**src/rtl/vc_wrr_scheduler_pkg.sv**
```systemverilog
// Shared definitions for the VC weighted round-robin scheduler: default
// widths, destination bit, VC codes and the reset weight.
package vc_wrr_scheduler_pkg;

  localparam int SCHED_DATA_W         = 6;
  localparam int SCHED_WEIGHT_W       = 3;
  localparam int SCHED_DEST_BIT       = 4;
  localparam int SCHED_DEFAULT_WEIGHT = 1;

  typedef enum logic {
    VC0 = 1'b0,
    VC1 = 1'b1
  } vc_e;

  function automatic vc_e other_vc(input vc_e v);
    return (v == VC0) ? VC1 : VC0;
  endfunction

endpackage

```
**src/rtl/vc_wrr_scheduler_if.sv**
```systemverilog
// Bundle between the scheduler and its environment: VC FIFO heads/pops,
// D FIFO status/pushes, configuration and status.
interface vc_wrr_scheduler_if
  import vc_wrr_scheduler_pkg::*;
#(
  parameter int DATA_W   = SCHED_DATA_W,
  parameter int WEIGHT_W = SCHED_WEIGHT_W
);

  logic                enable;
  logic [WEIGHT_W-1:0] weight_vc0;
  logic [WEIGHT_W-1:0] weight_vc1;
  logic                vc0_empty;
  logic                vc1_empty;
  logic [DATA_W-1:0]   vc0_data;
  logic [DATA_W-1:0]   vc1_data;
  logic                d0_almost_full;
  logic                d1_almost_full;
  logic                vc0_pop;
  logic                vc1_pop;
  logic                d0_push;
  logic                d1_push;
  logic [DATA_W-1:0]   data_out;
  logic                cur_vc;
  logic                stall;

  // Environment side: drives FIFO status and configuration.
  modport master (
    output enable, weight_vc0, weight_vc1,
    output vc0_empty, vc1_empty, vc0_data, vc1_data,
    output d0_almost_full, d1_almost_full,
    input  vc0_pop, vc1_pop, d0_push, d1_push, data_out, cur_vc, stall
  );

  // Scheduler side.
  modport slave (
    input  enable, weight_vc0, weight_vc1,
    input  vc0_empty, vc1_empty, vc0_data, vc1_data,
    input  d0_almost_full, d1_almost_full,
    output vc0_pop, vc1_pop, d0_push, d1_push, data_out, cur_vc, stall
  );

endinterface

```
**src/rtl/vc_wrr_scheduler_credit.sv**
```systemverilog
// Credit counter for the round-robin pointer: load wins over decrement,
// decrement saturates at zero, zero/one detect feed the grant logic.
module wrr_credit_counter #(
  parameter int WIDTH = 3
) (
  input  logic             i_clk,
  input  logic             i_rst_n,
  input  logic             i_load,
  input  logic [WIDTH-1:0] i_load_val,
  input  logic             i_dec,
  output logic             o_zero,
  output logic             o_one
);

  logic [WIDTH-1:0] r_credit;

  // Load a fresh credit or spend one; never wrap below zero.
  always_ff @(posedge i_clk or negedge i_rst_n) begin
    if (!i_rst_n) begin
      r_credit <= '0;
    end else if (i_load) begin
      r_credit <= i_load_val;
    end else if (i_dec && (r_credit != '0)) begin
      r_credit <= r_credit - WIDTH'(1);
    end
  end

  assign o_zero = (r_credit == '0);
  assign o_one  = (r_credit == WIDTH'(1));

endmodule

```
**src/rtl/vc_wrr_scheduler.sv**
```systemverilog
// Weighted round-robin between VC0/VC1 heads toward D0/D1. One grant per
// cycle at most; the pop is combinational, the push is one cycle later.
//
//   r_ptr | meaning
//   VC0   | VC0 owns the remaining credit
//   VC1   | VC1 owns the remaining credit
//
// Credit 0 only occurs out of reset and is treated as "exhausted", so the
// current VC reloads its own weight and is served.
module vc_wrr_scheduler
  import vc_wrr_scheduler_pkg::*;
#(
  parameter int DATA_W   = SCHED_DATA_W,
  parameter int WEIGHT_W = SCHED_WEIGHT_W,
  parameter int DEST_BIT = SCHED_DEST_BIT
) (
  input logic               clk,
  input logic               reset,
  vc_wrr_scheduler_if.slave bus
);

  logic [WEIGHT_W-1:0] r_w0;
  logic [WEIGHT_W-1:0] r_w1;
  vc_e                 r_ptr;
  logic                r_d0_push;
  logic                r_d1_push;
  logic [DATA_W-1:0]   r_data_out;
  logic                r_stall;

  logic                w_credit_zero;
  logic                w_credit_one;
  logic                w_blk0;
  logic                w_blk1;
  logic                w_elig0;
  logic                w_elig1;
  logic                w_cur_elig;
  logic                w_oth_elig;
  logic [WEIGHT_W-1:0] w_w_cur;
  logic [WEIGHT_W-1:0] w_w_oth;
  logic                w_gnt;
  vc_e                 w_gnt_vc;
  vc_e                 w_ptr_nxt;
  logic                w_load;
  logic                w_dec;
  logic [WEIGHT_W-1:0] w_load_val;
  logic [DATA_W-1:0]   w_gnt_data;
  logic                w_gnt_dest;

  // A head is blocked when the D FIFO it targets is almost full.
  assign w_blk0  = bus.vc0_data[DEST_BIT] ? bus.d1_almost_full : bus.d0_almost_full;
  assign w_blk1  = bus.vc1_data[DEST_BIT] ? bus.d1_almost_full : bus.d0_almost_full;
  assign w_elig0 = bus.enable & ~bus.vc0_empty & ~w_blk0;
  assign w_elig1 = bus.enable & ~bus.vc1_empty & ~w_blk1;

  assign w_cur_elig = (r_ptr == VC0) ? w_elig0 : w_elig1;
  assign w_oth_elig = (r_ptr == VC0) ? w_elig1 : w_elig0;
  assign w_w_cur    = (r_ptr == VC0) ? r_w0 : r_w1;
  assign w_w_oth    = (r_ptr == VC0) ? r_w1 : r_w0;

  // Grant selection and the resulting pointer/credit update.
  always_comb begin
    w_gnt      = 1'b0;
    w_gnt_vc   = r_ptr;
    w_ptr_nxt  = r_ptr;
    w_load     = 1'b0;
    w_dec      = 1'b0;
    w_load_val = '0;
    if (w_cur_elig) begin
      w_gnt    = 1'b1;
      w_gnt_vc = r_ptr;
      if (w_credit_one || (w_credit_zero && (w_w_cur == WEIGHT_W'(1)))) begin
        // Last credit spent: hand the pointer to the other VC.
        w_load     = 1'b1;
        w_load_val = w_w_oth;
        w_ptr_nxt  = other_vc(r_ptr);
      end else if (w_credit_zero) begin
        w_load     = 1'b1;
        w_load_val = w_w_cur - WEIGHT_W'(1);
      end else begin
        w_dec = 1'b1;
      end
    end else if (w_oth_elig) begin
      // Work-conserving switch; the other VC starts spending its own weight.
      w_gnt    = 1'b1;
      w_gnt_vc = other_vc(r_ptr);
      w_load   = 1'b1;
      if (w_w_oth == WEIGHT_W'(1)) begin
        w_load_val = w_w_cur;
        w_ptr_nxt  = r_ptr;
      end else begin
        w_load_val = w_w_oth - WEIGHT_W'(1);
        w_ptr_nxt  = other_vc(r_ptr);
      end
    end
  end

  assign w_gnt_data = (w_gnt_vc == VC1) ? bus.vc1_data : bus.vc0_data;
  assign w_gnt_dest = w_gnt_data[DEST_BIT];

  wrr_credit_counter #(
    .WIDTH (WEIGHT_W)
  ) u_credit (
    .i_clk      (clk),
    .i_rst_n    (reset),
    .i_load     (w_load),
    .i_load_val (w_load_val),
    .i_dec      (w_dec),
    .o_zero     (w_credit_zero),
    .o_one      (w_credit_one)
  );

  // Weights follow the inputs only while scheduling is disabled; 0 means 1.
  always_ff @(posedge clk or negedge reset) begin
    if (!reset) begin
      r_w0 <= WEIGHT_W'(SCHED_DEFAULT_WEIGHT);
      r_w1 <= WEIGHT_W'(SCHED_DEFAULT_WEIGHT);
    end else if (!bus.enable) begin
      r_w0 <= (bus.weight_vc0 == '0) ? WEIGHT_W'(1) : bus.weight_vc0;
      r_w1 <= (bus.weight_vc1 == '0) ? WEIGHT_W'(1) : bus.weight_vc1;
    end
  end

  // Registered push/data/status; the granted word lands one cycle after its pop.
  always_ff @(posedge clk or negedge reset) begin
    if (!reset) begin
      r_ptr      <= VC0;
      r_d0_push  <= 1'b0;
      r_d1_push  <= 1'b0;
      r_data_out <= '0;
      r_stall    <= 1'b0;
    end else begin
      r_ptr     <= w_ptr_nxt;
      r_d0_push <= w_gnt & ~w_gnt_dest;
      r_d1_push <= w_gnt & w_gnt_dest;
      if (w_gnt) begin
        r_data_out <= w_gnt_data;
      end
      r_stall <= bus.enable & (~bus.vc0_empty | ~bus.vc1_empty) & ~w_gnt;
    end
  end

  // Pops are gated by reset so an asserted reset kills them immediately.
  assign bus.vc0_pop  = reset & w_gnt & (w_gnt_vc == VC0);
  assign bus.vc1_pop  = reset & w_gnt & (w_gnt_vc == VC1);
  assign bus.d0_push  = r_d0_push;
  assign bus.d1_push  = r_d1_push;
  assign bus.data_out = r_data_out;
  assign bus.cur_vc   = r_ptr;
  assign bus.stall    = r_stall;

endmodule

```
**src/flat_wrapper.sv**
```systemverilog
// flat-port wrapper written by rule: the top's interface ports become plain ports
module vc_wrr_scheduler_flat import vc_wrr_scheduler_pkg::*;
#(
  parameter int DATA_W   = SCHED_DATA_W,
  parameter int WEIGHT_W = SCHED_WEIGHT_W,
  parameter int DEST_BIT = SCHED_DEST_BIT
)
  (clk, reset, bus_enable, bus_weight_vc0, bus_weight_vc1, bus_vc0_empty, bus_vc1_empty, bus_vc0_data, bus_vc1_data, bus_d0_almost_full, bus_d1_almost_full, bus_vc0_pop, bus_vc1_pop, bus_d0_push, bus_d1_push, bus_data_out, bus_cur_vc, bus_stall);
  vc_wrr_scheduler_if #(.DATA_W(DATA_W), .WEIGHT_W(WEIGHT_W)) bus_i ();
  input logic clk;
  input logic reset;
  input wire logic [$bits(bus_i.enable)-1:0] bus_enable;
  input wire logic [$bits(bus_i.weight_vc0)-1:0] bus_weight_vc0;
  input wire logic [$bits(bus_i.weight_vc1)-1:0] bus_weight_vc1;
  input wire logic [$bits(bus_i.vc0_empty)-1:0] bus_vc0_empty;
  input wire logic [$bits(bus_i.vc1_empty)-1:0] bus_vc1_empty;
  input wire logic [$bits(bus_i.vc0_data)-1:0] bus_vc0_data;
  input wire logic [$bits(bus_i.vc1_data)-1:0] bus_vc1_data;
  input wire logic [$bits(bus_i.d0_almost_full)-1:0] bus_d0_almost_full;
  input wire logic [$bits(bus_i.d1_almost_full)-1:0] bus_d1_almost_full;
  output wire logic [$bits(bus_i.vc0_pop)-1:0] bus_vc0_pop;
  output wire logic [$bits(bus_i.vc1_pop)-1:0] bus_vc1_pop;
  output wire logic [$bits(bus_i.d0_push)-1:0] bus_d0_push;
  output wire logic [$bits(bus_i.d1_push)-1:0] bus_d1_push;
  output wire logic [$bits(bus_i.data_out)-1:0] bus_data_out;
  output wire logic [$bits(bus_i.cur_vc)-1:0] bus_cur_vc;
  output wire logic [$bits(bus_i.stall)-1:0] bus_stall;
  assign bus_i.enable = bus_enable;
  assign bus_i.weight_vc0 = bus_weight_vc0;
  assign bus_i.weight_vc1 = bus_weight_vc1;
  assign bus_i.vc0_empty = bus_vc0_empty;
  assign bus_i.vc1_empty = bus_vc1_empty;
  assign bus_i.vc0_data = bus_vc0_data;
  assign bus_i.vc1_data = bus_vc1_data;
  assign bus_i.d0_almost_full = bus_d0_almost_full;
  assign bus_i.d1_almost_full = bus_d1_almost_full;
  assign bus_vc0_pop = bus_i.vc0_pop;
  assign bus_vc1_pop = bus_i.vc1_pop;
  assign bus_d0_push = bus_i.d0_push;
  assign bus_d1_push = bus_i.d1_push;
  assign bus_data_out = bus_i.data_out;
  assign bus_cur_vc = bus_i.cur_vc;
  assign bus_stall = bus_i.stall;
  vc_wrr_scheduler #(.DATA_W(DATA_W), .WEIGHT_W(WEIGHT_W), .DEST_BIT(DEST_BIT)) u_core (.clk(clk), .reset(reset), .bus(bus_i));
endmodule
```
**config.mk**
```make
export PLATFORM = sky130hd
export DESIGN_NAME = vc_wrr_scheduler_flat
export DESIGN_NICKNAME = d
export VERILOG_FILES = /design/src/rtl/vc_wrr_scheduler_pkg.sv /design/src/rtl/vc_wrr_scheduler_if.sv /design/src/rtl/vc_wrr_scheduler_credit.sv /design/src/rtl/vc_wrr_scheduler.sv /design/src/flat_wrapper.sv
export SDC_FILE = /design/constraint.sdc
export NUM_CORES = 1
export LEC_CHECK = 0
export BUFFER_PORTS_ARGS = -buffer_cell sky130_fd_sc_hd__buf_2
export CORE_ASPECT_RATIO = 1.5
export CORE_MARGIN = 5
export CORE_UTILIZATION = 45
export DETAILED_ROUTE_END_ITERATION = 10
export HOLD_SLACK_MARGIN = 0.02
export PLACE_DENSITY_LB_ADDON = 0.1
export SLEW_MARGIN = 10
export SYNTH_ARGS = -nofsm -noshare
export SYNTH_HDL_FRONTEND = slang
export SYNTH_HIERARCHICAL = 1
export SYNTH_SLANG_ARGS = --single-unit
```
**constraint.sdc**
```tcl
create_clock -name clk -period 1.9 [get_ports clk]
set_clock_uncertainty 0.05 [all_clocks]
set_input_delay 0.38 -clock clk [delete_from_list [all_inputs] [get_ports clk]]
set_output_delay 0.38 -clock clk [all_outputs]
set_load 0.05 [all_outputs]
```
* Yosys cells after proc, flatten, opt, wreduce, memory -nomap -nowiden
Cells that the tools add are included.
Cells by class: div/mod/pow operators 0, shift-type cells 0, reductions and logical operators 10, equality and inequality tests 5, $lt $le $gt $ge 0, add/sub/neg operators 3, multiplexer cells 31, $mul 0, bitwise logic cells 19
Operators with widths (number):
- $mux 3 | 11
- $mux 1 | 19
- $and 1x1->1 | 11
- $eq 3x1->1 const B | 3
- $logic_not 3->1 | 3
- $sub 3x1->3 const B | 3
- $not 1->1 | 7
- $mux 6 | 1
- $reduce_bool 2->1 | 2
- $reduce_and 3->1 | 1
- $reduce_bool 3->1 | 1
- $logic_and 1x1->1 | 2
- $ne 2x1->1 const B | 1
- $ne 2x2->1 const B | 1
- $logic_or 1x1->1 | 1
- $or 1x1->1 | 1
Word-level totals: memory bits (read-only) 0, input port bits 25, output and inout port bits 12, memory bits (writable) 0, logic and storage cells 76, bits in registers 19, memories 0, bits in latches 0

* Logic depth before layout (Yosys ltp)
Gate-level depths: netlist (run 1).
depth in word-level cells 9, mapped depth 11, depth with buffers taken out 10

* Hierarchy
Netlist (run 1), hierarchy kept.
Modules (own cells, without submodules):
- vc_wrr_scheduler | cells each 127, instances 1, area each 1122.3 µm², sequential area each 402.9 µm²
- wrr_credit_counter | cells each 25, instances 1, area each 225.2 µm², sequential area each 75.1 µm²

* Least setup slack after synthesis (run 1)
Ideal clock, no wire load.
path type register -> register, from register u_core.r_ptr (netlist: u_core/bus.cur_vc), to register u_core.u_credit.r_credit[2], required time 1.767 ns, setup time 0.083 ns, stages on the path, launching flop included 11, data arrival time 2.162 ns, path slack -0.395 ns, path through dfrtp_1 > buf_4 > buf_2 > mux2i_1 > ha_1 > a31oi_1 > o32ai_1 > o22ai_1 > nand2_1 > nand2_1 > o21ai_0
RTL lines:
- start, declared | line vc_wrr_scheduler.sv:24 | vc_e r_ptr;
- start signal, assigned | line vc_wrr_scheduler.sv:132 | r_ptr <= w_ptr_nxt;
- parallel branches: the longest is 5 deep, another holds $sub 3x1->3
- $mux 3 (*) | line vc_wrr_scheduler.sv:68 | if (w_cur_elig) begin
- net u_core.w_load_val[2] | line vc_wrr_scheduler.sv:45 | logic [WEIGHT_W-1:0] w_load_val;
- $mux 3 (*) | line vc_wrr_scheduler_credit.sv:21 | end else if (i_load) begin
- end signal, assigned | line vc_wrr_scheduler_credit.sv:22 | r_credit <= i_load_val;
- end signal, assigned | line vc_wrr_scheduler_credit.sv:24 | r_credit <= r_credit - WIDTH'(1);
- end, declared | line vc_wrr_scheduler_credit.sv:15 | logic [WIDTH-1:0] r_credit;
Mark *: on every way through the listed nets, which the timed path passes. A chain may end at the register's enable or synchronous reset.

* Final worst setup path (run 1)
from register u_core.r_ptr (netlist: u_core/bus.cur_vc), to register u_core.r_ptr (netlist: u_core/bus.cur_vc)
Between the ends: cells in the longest elaborated chain, start to end 6
Ends and longest elaborated chain:
- $mux 3 | line vc_wrr_scheduler.sv:57 | assign w_w_cur = (r_ptr == VC0) ? r_w0 : r_w1;
- $eq 3x1->1 | line vc_wrr_scheduler.sv:71 | if (w_credit_one || (w_credit_zero && (w_w_cur == WEIGHT_W'(1)))) begin
- $logic_and 1x1->1 | line vc_wrr_scheduler.sv:71
- $logic_or 1x1->1 | line vc_wrr_scheduler.sv:71
- $ne 2x2->1 (no source line)
- $reduce_and 3->1 (no source line)
Parallel ways exist; a longest one is shown, timed or not. The select of a mux whose other input is x is not followed.

==> results of run 1 <==
-- logic make-up (layout without fill, tap and decap cells) --
kind of cell / count (synthesis) / count (layout) / synth area share (%)
mux: 13 / 13 / 10.3
buf+inv: 17 / 74 / 5.76
compound gates: 37 / 37 / 19.7
fa+ha+maj: 7 / 7 / 6.50
flops: 19 / 19 / 35.5
simple gates: 59 / 59 / 22.3
-- power breakdown --
| part | switching [W] | internal (W) |
|---|---|---|
| Combinational | 0.000842 | 0.000665 |
| Sequential | 0.0000789 | 0.000493 |
| Clock | 0.000128 | 0.000149 |
-- critical path, stage by stage (launching register included) --
cell and delay (ps):
dfrtp_2 470, nand2_1 80, o21a_1 210, inv_2 80, ha_4 180, buf_4 130
a31oi_1 210, nor2_1 80, a311oi_1 290, a21oi_1 70
-- registers in the layout, indices dropped and copies added (netlist names) --
register and count:
u_core/bus.stall 1, u_core/r_w1 3, u_core/bus.d1_push 1, u_core/u_credit/r_credit 3
u_core/bus.d0_push 1, u_core/bus.cur_vc 1, u_core/r_w0 3, u_core/bus.data_out 6
-- repair_timing --
item / CTS / global route
gates cloned: 0 / 0
endpoints found under the setup margin: 4 / 6
setup buffers: 0 / 2
resized for setup: 5 / 20
pin swaps: 2 / 3
-- layout make-up --
| class | instances | area (µm²) | area share, % |
|---|---|---|---|
| Sequential cell | 19 | 479 | 25.7 |
| Tap cell | 39 | 48.8 | 2.61 |
| Multi-Input combinational cell | 116 | 893 | 47.9 |
| Clock buffer | 4 | 45.0 | 2.41 |
| Inverter | 13 | 52.6 | 2.82 |
| Timing Repair Buffer | 57 | 348 | 18.6 |
-- layout by cell type, fill, tap and decap left out, types with 3 or more instances in the layout --
cell type / count
buf_2: 35
nor2_1: 22
buf_4: 20
nand2_1: 16
dfrtp_1: 16
inv_1: 10
o22ai_1: 7
a21oi_1: 6
o21ai_1: 5
mux2_2: 5
mux2i_1: 4
clkbuf_8: 3
a31oi_1: 3
ha_1: 3
-- per-stage QoR --
stage / hold WS [ps] / TNS [ps]
floorplan: 34.4 / -330
global placement: 319 / -0.758
detailed placement: 327 / -55.2
CTS: 56.2 / 0
global route: 66.0 / -300
finish: 50.8 / -100
-- layer usage --
metal  up-vias  track usage, %  wire, µm
li1        653               -         -
met1       645            19.8      1410
met2        33            30.6      1930
met3         6            2.52       118
met4         0            4.49        57
met5         -               0         0
-- how the worst max path moves through the flow --
stage                           start  slack (ps)  cells past startpoint                          end
floorplan           u_core/bus.cur_vc        -130                     11  u_core/u_credit/r_credit[2]
global placement    u_core/bus.cur_vc        -0.8                      9  u_core/u_credit/r_credit[2]
detailed placement    bus_vc1_data[4]         -20                      9  u_core/u_credit/r_credit[0]
CTS                 u_core/bus.cur_vc           8                      9  u_core/u_credit/r_credit[2]
global route        u_core/bus.cur_vc        -110                      9  u_core/u_credit/r_credit[2]
finish              u_core/bus.cur_vc         -70                      9            u_core/bus.cur_vc
==> impl_metrics.yaml, run 1 <==
run_status:
  status: "complete, but fails checks"
  violations: "negative setup slack"
grt:
  grt_use_total_pct: 17.0
  grt_pass1_vias: 1336
  grt_start_max_net_pins: 20
  globalRouteOverflowTotal: 0
  grt_pass1_wl_mm: 5.54
  antenna_found_initial: 0
routing:
  via_per_inst: 5.39
  drtPass1Iterations: 4
  ant_nets: 0
  wire_per_inst_um: 14.2
  drt_iter0_markers: 22
  via_count: 1337
  drc: 0
  wirelength_mm: 3.51
cells_and_area:
  syn_to_final_growth_pct: 38.5
  fin_nets: 242
  final_cells: 248
  fin_area_um2: 1870
  fin_util_pct: 64.1
  diodes: 0
  fill_cells: 280
  drive_gt1_share_pct: 45.9
yosys:
  yosysMostFrequentCell: "nor2_1"
  synth_area_um2: 1350
  synth.top_cell.area_share_pct: 31.6
  ys_types: 43
  syn_area_per_cell_um2: 8.87
  synthTopCellsByArea: "dfrtp_1, nor2_1, ha_1"
  ys_ff_latch: 19
  synth_top_cell_by_area: "dfrtp_1"
  synth_edf_count: 0
  ys_seq_area_share_pct: 35.5
  synth-main-ff-cell: "dfrtp_1"
  synth-async-reset-ratio_pct: 100
  synth_common_cells: "nor2_1, dfrtp_1, nand2_1"
  synth-warning-count: 6
  syn_nets: 184
  netlist_instances: 152
timing:
  hold_violations: 0
  min_period_ps: 1970
  slew_headroom_pct: 69.7
  rsz0062_at_grt: "true"
  fmax_mhz: 509
  setup_viol: 2
  min_period_over_period_pct: 103
  tightest_slew_ps: 442
  layout_setup_ws_ps: -65.3
  drv_slew: 0
die:
  rows: 24
  die_w_um: 54.7
  dieHeight_um: 77.0
  die_area_um2: 4210
  io_pins: 37
  initial_core_util_pct: 46.3
  core_area_um2: 2910
worst_setup_path:
  r2r-end: "u_core/bus.cur_vc"
  reg2reg_depth: 9
  crit_fanout: 7
  crit_arrival_ps: 2040
  worstSetupPathType: "reg2reg"
  crit_required_ps: 1970
  worstSetupEndpointType: "flop"
  r2r_setup_slack_ps: -70
  worstSetupStartpointType: "flop"
  r2r-start: "u_core/bus.cur_vc"
pwr:
  leakagePower_nw: 0.905
  p_per_area_nw_per_um2: 1260
  irDropWorstVdd_mv: 0.771
  power.total_w: 0.00235
placed_design:
  io_buffers: 36
  globalplace.congestion: 0.782
  hpwlAfterDp_mm: 2.67
  post-place-ws_ps: -23.8
  place_area_um2: 1710
  dp_cells: 242
hold_path:
  hold_path.class: "in2async"
clock_tree:
  clock-sinks: 19
  hold_buffers: 0
  h-tree-depth: 1
  cts-buffers-inserted: 3
  cts_tree: "done"
  insertion_delay_ps: 250
  clockBufferDepth: 2
  clk_pin_slew_ps: 70
  cts-root-buf: "clkbuf_8"
flow_run:
  maxCapViolCount: 0
No activity file was read; power rests on OpenSTA's default activity.
==> inputs of run 2 (changes only) <==
--- a/config.mk
+++ b/config.mk
@@ -9,6 +9,7 @@
 export CORE_ASPECT_RATIO = 1.5
 export CORE_MARGIN = 5
 export CORE_UTILIZATION = 45
+export CTS_BUF_LIST = sky130_fd_sc_hd__clkbuf_8
 export DETAILED_ROUTE_END_ITERATION = 10
 export HOLD_SLACK_MARGIN = 0.02
 export PLACE_DENSITY_LB_ADDON = 0.1
==> impl_metrics.yaml, run 2 (synthesis results as in run 1) <==
run_status:
  status: "complete, but fails checks"
  violations: "negative setup slack"
pwr:
  power.total_w: 0.00235
  irDropWorstVdd_mv: 0.770
  leakagePower_nw: 0.909
  p_per_area_nw_per_um2: 1260
timing:
  min_period_ps: 1970
  drv_slew: 0
  tightest_slew_ps: 442
  min_period_over_period_pct: 103
  slew_headroom_pct: 69.7
  rsz0062_at_grt: "true"
  whs_ps: 50.7
  setup_viol: 2
  fmax_mhz: 509
  layout_setup_ws_ps: -65.3
  hold_violations: 0
grt:
  globalRouteOverflowTotal: 0
  grt_pass1_wl_mm: 5.54
  grt_start_max_net_pins: 20
  grt_pass1_vias: 1336
  grt_use_total_pct: 17.0
  antenna_found_initial: 0
worst_setup_path:
  reg2reg_depth: 9
  crit_required_ps: 1970
  crit_path_start: "u_core/bus.cur_vc"
  endpoint: "u_core/bus.cur_vc"
  worstSetupPathType: "reg2reg"
  r2r_setup_slack_ps: -70
  worstSetupEndpointType: "flop"
  r2r-end: "u_core/bus.cur_vc"
  worstSetupStartpointType: "flop"
  crit_arrival_ps: 2040
  r2r-start: "u_core/bus.cur_vc"
  crit_fanout: 7
cells_and_area:
  final_cells: 248
  regArea_um2: 479
  largest_reg_flops: 6
  drive_gt1_share_pct: 45.9
  layout_commonest_cell: "buf_2"
  fin_nets: 242
  final_cell_mix: "buf_2, nor2_1, buf_4"
  syn_to_final_growth_pct: 38.5
  fin_area_um2: 1870
  fill_cells: 280
  diodes: 0
  multi_input_area_um2: 893
clock_tree:
  clockBufferDepth: 2
  cts-buffers-inserted: 3
  insertion_delay_ps: 250
  clk_pin_slew_ps: 70
  clock-sinks: 19
  h-tree-depth: 1
  hold_buffers: 0
  cts_tree: "done"
  cts-root-buf: "clkbuf_8"
placed_design:
  place_area_um2: 1710
  hpwlAfterDp_mm: 2.67
  io_buffers: 36
  post-place-ws_ps: -23.8
  globalplace.congestion: 0.782
  dp_cells: 242
die:
  die_area_um2: 4210
  core_area_um2: 2910
  initial_core_util_pct: 46.3
  dieHeight_um: 77.0
  io_pins: 37
  die_w_um: 54.7
  rows: 24
routing:
  drc: 0
  via_per_inst: 5.38
  wire_per_inst_um: 14.2
  drt_iter0_markers: 22
  wirelength_mm: 3.51
  via_count: 1334
  ant_nets: 0
  drtPass1Iterations: 4
hold_path:
  hold_path.class: "in2async"
flow_run:
  maxCapViolCount: 0
==> run 2: worst min-delay path by stage <==
stage / startpoint / end / slack (ps) / depth (start not counted)
finish: reset / u_core/bus.data_out[5] / 50 / 2
global route: reset / u_core/bus.data_out[2] / 70 / 2
CTS: reset / u_core/bus.data_out[5] / 60 / 2
detailed placement: reset / u_core/bus.data_out[5] / 330 / 2
global placement: reset / u_core/bus.data_out[2] / 320 / 2
floorplan: reset / u_core/bus.cur_vc / 30 / 0
==> run 2: layout make-up <==
cell class	instances	share of cell area, %
inverters	13	2.82
flip-flops and latches	19	25.7
repair buffers	57	18.6
clock buffers	3	2.21
well taps	39	2.61
multi-input cells	116	47.9
clock inverters	1	0.201
==> run 2: repair_timing <==
action / in CTS / in global routing
resized for setup: 5 / 20
endpoints found under the setup margin: 4 / 6
setup buffers: 0 / 2
pin swaps: 2 / 3
==> run 2: through the flow <==
step | TNS (ps) | utilization (%)
3_5_place_dp | -55.2 | 58.6
5_1_grt | -299 | 64.1
4_1_cts | 0 | 61.4
6_report | -99.3 | 64.1
3_3_place_gp | -0.758 | 58.6
2_1_floorplan | -330 | -
==> run 2: per-layer routing <==
| layer | vias to the layer above | track usage [%] | wire, µm |
|---|---|---|---|
| met2 | 33 | 30.6 | 1920 |
| met4 | 0 | 4.49 | 57 |
| li1 | 653 | - | - |
| met3 | 6 | 2.52 | 118 |
| met5 | - | 0 | 0 |
| met1 | 642 | 19.8 | 1410 |
==> run 2: critical path, stage by stage (launching register included) <==
cell	delay [ps]
dfrtp_2	470
nand2_1	80
o21a_1	210
inv_2	80
ha_4	180
buf_4	130
a31oi_1	210
nor2_1	80
a311oi_1	290
a21oi_1	70
==> run 2: power breakdown <==
part | total (W) | internal (W) | switching [W]
clock | 0.000272 | 0.000143 | 0.000129
combinational | 0.00151 | 0.000665 | 0.000842
sequential | 0.000572 | 0.000493 | 0.0000789
==> inputs of run 3 (changes only) <==
--- a/config.mk
+++ b/config.mk
@@ -12,6 +12,7 @@
 export CTS_BUF_LIST = sky130_fd_sc_hd__clkbuf_8
 export DETAILED_ROUTE_END_ITERATION = 10
 export HOLD_SLACK_MARGIN = 0.02
+export MAX_ROUTING_LAYER = met4
 export PLACE_DENSITY_LB_ADDON = 0.1
 export SLEW_MARGIN = 10
 export SYNTH_ARGS = -nofsm -noshare
==> impl_metrics.yaml, run 3 (synthesis results as in run 1) <==
clock_tree:
  cts_tree: "done"
  cts-root-buf: "clkbuf_8"
  clockBufferDepth: 2
  cts-buffers-inserted: 3
  h-tree-depth: 1
  clock-sinks: 19
  insertion_delay_ps: 250
  clk_pin_slew_ps: 70
cells_and_area:
  drive_gt1_share_pct: 45.9
  layout_commonest_cell: "buf_2"
  fin_nets: 242
  regArea_um2: 479
  final_cell_mix: "buf_2, nor2_1, buf_4"
  multi_input_area_um2: 893
  fill_cells: 280
  final_cells: 248
  syn_to_final_growth_pct: 38.5
  largest_reg_flops: 6
  diodes: 0
timing:
  fmax_mhz: 510
  min_period_over_period_pct: 103
  slew_headroom_pct: 69.7
  drv_slew: 0
  rsz0062_at_grt: "true"
  hold_violations: 0
  whs_ps: 50.5
  setup_viol: 2
  layout_setup_ws_ps: -59.2
  min_period_ps: 1960
  tightest_slew_ps: 442
worst_setup_path:
  worstPathCellList: "nand2_1 > o21a_1 > inv_2 > ha_4 > buf_4 > a31oi_1 > nor2_1 > a311oi_1 > a21oi_1"
  crit_family: "compound AO/OA/AOI/OAI gates"
  worstSetupStartpointType: "flop"
  crit_path_start: "u_core/bus.cur_vc"
  crit_required_ps: 1970
  crit_arrival_ps: 2030
  worstSetupEndpointType: "flop"
  crit_fanout: 7
  slowest_delay_ps: 470
  r2r-start: "u_core/bus.cur_vc"
  crit_buf_inv: 2
  worstSetupPathType: "reg2reg"
  critPathSlowestCell: "dfrtp_2"
  r2r_setup_slack_ps: -60
die:
  initial_core_util_pct: 46.3
  core_area_um2: 2910
  rows: 24
  die_w_um: 54.7
  dieHeight_um: 77.0
  die_area_um2: 4210
  io_pins: 37
grt:
  grt_use_total_pct: 17.5
  globalRouteOverflowTotal: 0
  grt_pass1_vias: 1337
  grt_start_max_net_pins: 20
  grt_pass1_wl_mm: 5.53
  antenna_found_initial: 0
flow_run:
  maxCapViolCount: 0
hold_path:
  hold_path.class: "in2async"
pwr:
  combPwrFrac_pct: 64.1
  switching_share_pct: 44.6
  p_seq_share_pct: 24.4
  p_switching_w: 0.00105
  p_per_area_nw_per_um2: 1260
  leakagePower_nw: 0.909
  p_int_w: 0.00130
  pwr-share-clk_pct: 11.6
  irDropWorstVdd_mv: 0.772
placed_design:
  globalplace.congestion: 0.793
  dp_cells: 242
  io_buffers: 36
  hpwlAfterDp_mm: 2.67
  post-place-ws_ps: -23.8
routing:
  drc: 0
  via_count: 1337
  ant_nets: 0
  wire_per_inst_um: 14.2
  drtPass1Iterations: 4
  wirelength_mm: 3.52
  drt_iter0_markers: 25
  via_per_inst: 5.39
run_status:
  violations: "negative setup slack"
  status: "complete, but fails checks"
## run 3: cell counts in the layout (fill, tap and decap cells not counted)
No cell type changed its count.
## run 3: worst paths after layout
kind / end / depth (start not counted)
max in group asynchronous: u_core/r_w0[0] / 2
setup / recovery: u_core/bus.cur_vc / 9
setup reg to reg: u_core/bus.cur_vc / 9
hold / removal: u_core/bus.data_out[5] / 2
min in group clk: u_core/bus.data_out[5] / 3
hold reg to reg: u_core/r_w1[0] / 2
## run 3: power groups by stage
stage | logic [W] | clock network, W | registers [W]
floorplan | 0.000785 | 0 | 0.000696
global placement | 0.00126 | 0 | 0.000564
detailed placement | 0.00127 | 0 | 0.000573
CTS | 0.00134 | 0.000278 | 0.000568
global route | 0.00162 | 0.000305 | 0.000585
finish | 0.00150 | 0.000272 | 0.000572
## run 3: timing repair
item / in CTS / in global routing
setup endpoints to repair: 4 / 6
pin swaps: 2 / 3
endpoints found under the hold margin: 0 / 0
hold buffers: 0 / 0
setup buffers: 0 / 2
resized for setup: 5 / 20
## run 3: final cells by class
cell class	instances	share of cell area [%]
Sequential cell	19	25.7
Tap cell	39	2.61
Timing Repair Buffer	57	18.6
Multi-Input combinational cell	116	47.9
Clock inverter	1	0.201
Clock buffer	3	2.21
Inverter	13	2.82
## run 3: routing by layer
metal	part of all wire (%)	routed length (µm)	vias up	track usage (%)
li1	-	-	653	-
met1	40	1390	643	19.8
met2	55	1940	35	30.6
met3	3.6	128	6	2.52
met4	1.6	57	0	4.49
met5	0	0	-	-
## run 3: through the flow
step | power (W) | setup TNS (ps) | utilization (%) | instance area [µm²]
after global routing | 0.00251 | -299 | 64.1 | 1870
after floorplan | 0.00148 | -330 | - | 1370
final | 0.00235 | -93.7 | 64.1 | 1870
after global placement | 0.00182 | -0.758 | 58.6 | 1710
after detailed placement | 0.00185 | -55.2 | 58.6 | 1710
after CTS | 0.00218 | 0 | 61.4 | 1790
